### config.mk
export PLATFORM = sky130hd
export DESIGN_NAME = timing_nco
export DESIGN_NICKNAME = d
export VERILOG_FILES = /design/src/rtl/timing_nco.sv
export SDC_FILE = /design/constraint.sdc
export NUM_CORES = 1
export LEC_CHECK = 0
export ABC_AREA = 1
export BUFFER_PORTS_ARGS = -buffer_cell sky130_fd_sc_hd__buf_2
export CORE_UTILIZATION = 58
export DETAILED_ROUTE_END_ITERATION = 10
export GPL_TIMING_DRIVEN = 0
export MAX_ROUTING_LAYER = met4
export PLACE_DENSITY_LB_ADDON = 0.08
export SYNTH_ARGS = -nofsm -noshare
export SYNTH_HDL_FRONTEND = slang
export SYNTH_SLANG_ARGS = --single-unit
### constraint.sdc
create_clock -name clk -period 3.2 [get_ports clk]
set_input_delay 0.64 -clock clk [delete_from_list [all_inputs] [get_ports clk]]
set_output_delay 0.64 -clock clk [all_outputs]
set_load 0.03 [all_outputs]
### src/rtl/timing_nco.sv
// Timing-recovery NCO: a down-counting phase accumulator that emits interpolant strobes,
// symbol-centre flags and the fractional interval mu, with the step steered by a loop-filter correction.
module timing_nco #(
  parameter int unsigned WERR       = 18,
  parameter int unsigned NCO_WIDTH  = 24,
  parameter int unsigned CTRL_SHIFT = 6,
  parameter int unsigned MU_W       = 16
) (
  input  logic                   clk,
  input  logic                   reset_n,
  input  logic                   in_val_i,
  input  logic signed [WERR-1:0] ctrl_i,
  input  logic                   ctrl_val_i,
  output logic                   strobe_o,
  output logic                   sym_o,
  output logic [MU_W-1:0]        mu_o,
  output logic                   clamp_o
);

  // Two guard bits so NOM plus the shifted correction cannot overflow before clamping.
  localparam int unsigned SW = NCO_WIDTH + 2;

  localparam logic signed [SW-1:0] NOM      = SW'(1) <<< (NCO_WIDTH - 1);
  localparam logic signed [SW-1:0] STEP_MIN = NOM - (NOM >>> 2);
  localparam logic signed [SW-1:0] STEP_MAX = NOM + (NOM >>> 2);

  logic signed [WERR-1:0]  ctrl_q;
  logic [NCO_WIDTH-1:0]    eta;
  logic                    flag;

  logic signed [SW-1:0]    ctrl_ext;
  logic signed [SW-1:0]    step_wide;
  logic [NCO_WIDTH-1:0]    step;
  logic                    clamped;
  logic                    underflow;

  // Step from the held correction, saturated to +/-25% of nominal.
  always_comb begin
    ctrl_ext  = {{(SW - WERR){ctrl_q[WERR-1]}}, ctrl_q};
    step_wide = NOM + (ctrl_ext <<< CTRL_SHIFT);
    step      = step_wide[NCO_WIDTH-1:0];
    clamped   = 1'b0;
    if (step_wide > STEP_MAX) begin
      step    = STEP_MAX[NCO_WIDTH-1:0];
      clamped = 1'b1;
    end else if (step_wide < STEP_MIN) begin
      step    = STEP_MIN[NCO_WIDTH-1:0];
      clamped = 1'b1;
    end
    underflow = (eta < step);
  end

  always_ff @(posedge clk or negedge reset_n) begin
    if (!reset_n) begin
      ctrl_q   <= '0;
      eta      <= '1;
      flag     <= 1'b0;
      strobe_o <= 1'b0;
      sym_o    <= 1'b0;
      mu_o     <= '0;
      clamp_o  <= 1'b0;
    end else begin
      strobe_o <= 1'b0;
      sym_o    <= 1'b0;
      clamp_o  <= 1'b0;
      // A coincident correction only takes effect from the following advance.
      if (ctrl_val_i) begin
        ctrl_q <= ctrl_i;
      end
      if (in_val_i) begin
        eta     <= eta - step;
        clamp_o <= clamped;
        if (underflow) begin
          strobe_o <= 1'b1;
          sym_o    <= flag;
          flag     <= ~flag;
          mu_o     <= eta[NCO_WIDTH-2 -: MU_W];
        end
      end
    end
  end

endmodule
==> results_dict.tcl <==
set metrics [dict create \
    io_buffers 39 \
    worstHoldPathType "reg -> reg" \
    drt_wl_total_mm 6.54 \
    worst_slack_ns 0.310 \
    max_freq_ghz 0.346 \
    synth_edf_count 0 \
    critical_path_class "reg -> reg" \
    detail_route.wl_per_cell_microns 12.2 \
    post_synth_inst_count 418 \
    post_synth_fa_ha_maj_area_fraction_pct 7.41 \
    tritoncts.num_buffers 5 \
    core-area_sq_um 5510 \
    run_status "complete, no violations" \
    grt_setup_unrepaired "false" \
    synth_top_family_by_area "simple AND/OR/NAND/NOR gates" \
    wl_met1_mm 3.15 \
    timing.final.crit_share_pct 90.3 \
    post-route-min-period_ns 2.89 \
    yosysWarnings 0 \
    required_ns 3.42 \
    pre_cts_ws_ns -0.0248 \
    cpLargestDelayFamily "simple AND/OR/NAND/NOR gates" \
    placedCellCount 529 \
    drive_above_1_share_pct 23.1 \
    vdd_ir_drop_max_mv 0.420 \
    power_per_cell_area_nw_per_um2 1010 \
    drt_first_iter_violations 84 \
    initial_utilization_pct 60.1 \
    clock_h_tree_levels 2 \
    vias 2753 \
    final-seq-area_sq_um 1420 \
    max_cap_violations 0 \
    final_max_slew_viol_count 0 \
    synthesis.area_per_instance_sq_um 7.91 \
    wire_length_of_the_first_global_routing_pass_mm 11.4 \
    dp_hpwl_mm 5.22 \
    post_synth_instance_area_sq_um 3310 \
    worst-path-buf-inv 2 \
    detail-route-antenna-nets 0 \
    power.share.sequential_pct 33.1 \
    insertion_delay_ns 0.32 \
    p_sw_share_pct 47.0 \
    finalHoldViolCount 0 \
    groute.usage.overall_pct 25.1 \
    cts-root-to-sink-buffers 2 \
    clkSinkCount 56 \
    finish.net_count 504 \
    top_layer "met4" \
    internal_power_mw 1.97 \
    num_rows 27 \
    die_x_microns 77.5 \
    max_stage_delay_ns 0.39 \
    clk_root_buffer_cell "clkbuf_8" \
    post-synth-top-area-fraction_pct 28.7 \
    proportion_of_synthesized_chip_area_in_sequential_cells_pct 43.0 \
    fin_skew_ns 0.00540 \
    firstDrtPassIters 4 \
    critPathMaxFanout 15 \
    multi_input_comb_area_sq_um 1650 \
    worstSetupEndpointType "register" \
    met2_wirelength_mm 3.03 \
    synth-seq-cells 56 \
    drc 0 \
    grt_pass1_vias 2556 \
    boundaryPins 41 \
    filler_cell_count 471 \
    synth.area.mux_share_pct 2.38 \
    grt_antenna_before_repair 0 \
    cts_tree "yes" \
    cp_slowest_cell "dfrtp_1" \
    pwr-share-clk_pct 10.6 \
    layout-area-overhead-vs-synth_pct 11.3 \
    compound_gate_fraction_of_synth_area_pct 6.77 \
    layout.cells.non_filler 536 \
    synth_simple_gate_area_share_pct 31.4 \
    met3RoutedLength_microns 312 \
    most_frequently_used_cell_type_in_the_post_synthesis_netlist "nand2_1" \
    synth_top_area_cell "dfrtp_1" \
    synth_cell_types 32 \
    gp_congestion 0.941 \
    grt_start_max_net_pins 57 \
    synthFlopType "dfrtp_1" \
    combinationalPowerShare_pct 56.3 \
    cp.arrival_ns 3.11 \
    p_switching_mw 1.74 \
    maxSlewHeadroom_pct 21.7 \
    die_y_microns 77.5 \
    critical_path.cell_chain "nor4_1, nand4_1, nand2_2, nand2_1, ha_1, a21oi_1, nand2_1, inv_2, nor2_1, nor2_2, nand2_4, nand2_4, nand2_4, buf_12, nand2_2, nand2_2" \
    grt_remaining_overflow 0 \
    p_leak_nw 1.89 \
    number_of_vias_per_cell_after_detailed_routing 5.14 \
    antennaDiodeCount 0 \
    start_kind "register" \
    synthXorXnorAreaFrac_pct 1.85 \
    tightest_slew_ns 1.17 \
    clock_transition_at_the_registers_of_the_reported_paths_ns 0.10 \
    number_of_hold_buffers_added_after_cts 0 \
    netlist_top_cells_area "dfrtp_1, nand2_1, dfstp_2" \
    die-area_sq_um 6010 \
    ys_top_cells_by_count "nand2_1, inv_1, dfrtp_1" \
    synth_fp_nets 459 \
    setup_viol_count_final 0 \
    share_of_async_settable_or_async_resettable_flops_after_synthesis_pct 100 \
]
metal layers:
metal | global-route usage (%) | up-vias
li1 | - | 1430
met1 | 32.6 | 1254
met3 | 4.24 | 4
met5 | - | -
met2 | 40.9 | 65
met4 | 6.42 | 0
final timing paths:
check                      cells after the start        to  slack [ns]  startpoint
setup / recovery                              16   mu_o[3]        0.31   ctrl_q[0]
hold reg to reg                                2  mu_o[15]        0.47    mu_o[15]
max in group asynchronous                      1   mu_o[5]        1.94     reset_n
hold / removal                                 2  mu_o[15]        0.47    mu_o[15]
setup reg to reg                              16   mu_o[3]        0.31   ctrl_q[0]
min in group asynchronous                      1   mu_o[0]        0.56     reset_n
power groups by stage:
| stage | Clock (mW) | Combinational, mW | Sequential (mW) |
|---|---|---|---|
| after floorplan | 0 | 1.46 | 1.39 |
| after global placement | 0 | 2.02 | 1.22 |
| after detailed placement | 0 | 2.08 | 1.24 |
| after CTS | 0.402 | 2.09 | 1.23 |
| after global routing | 0.424 | 2.36 | 1.26 |
| final | 0.394 | 2.09 | 1.23 |
what timing repair did:
action / CTS / global route
resized for setup: 0 / 1
setup buffers: 0 / 0
gates cloned: 0 / 0
setup endpoints to repair: 8 / 9
per-stage QoR:
stage	setup TNS (ns)	utilization (%)	total power, mW	cell area (sq um)	hold WS [ns]
2_1_floorplan	0	-	2.85	3310	0.344
3_3_place_gp	0	65.3	3.25	3590	0.450
3_5_place_dp	-0.149	65.3	3.32	3590	0.456
4_1_cts	0	66.8	3.72	3680	0.480
5_1_grt	0	66.8	4.04	3680	0.495
6_report	0	66.8	3.71	3680	0.474
cells by family after synthesis:
logic type	after synthesis
AND/OR/NAND/NOR	229
buffers and inverters	57
flip-flops	56
AO/OA/AOI/OAI	43
adder cells (fa/ha/maj)	19
XOR/XNOR	7
multiplexers	7
sequential cells by signal, indices dropped and copies added, names as in the netlist:
register  flops
clamp_o       1
ctrl_q       18
eta          18
flag          1
mu_o         16
strobe_o      1
sym_o         1
worst min-delay path: cells and delay by family, from the launching register on:
family | cells | cell delay, ns
simple gates | 2 | 0.11
flops | 1 | 0.35
placed cells by master, fill, tap and decap left out, drive strengths merged, types with 2 or more instances in the layout:
cell type  count
ha            18
nor4           2
nor2          21
nand2        155
nor3           5
nand3         36
dfstp         18
xnor2          6
mux2           7
buf           43
clkbuf        12
dfrtp         38
nand3b         5
inv           46
a21oi         15
nand4          3
o21ai         27
layout make-up:
| type | instances | area share (%) |
|---|---|---|
| Multi-Input combinational cell | 305 | 44.9 |
| Timing Repair Buffer | 39 | 5.30 |
| Clock buffer | 6 | 1.97 |
| Clock inverter | 2 | 0.442 |
| Sequential cell | 56 | 38.7 |
| Inverter | 46 | 4.69 |
| Tap cell | 72 | 2.45 |
| Buffer | 10 | 1.60 |
Power figures use the tool's default switching activity.
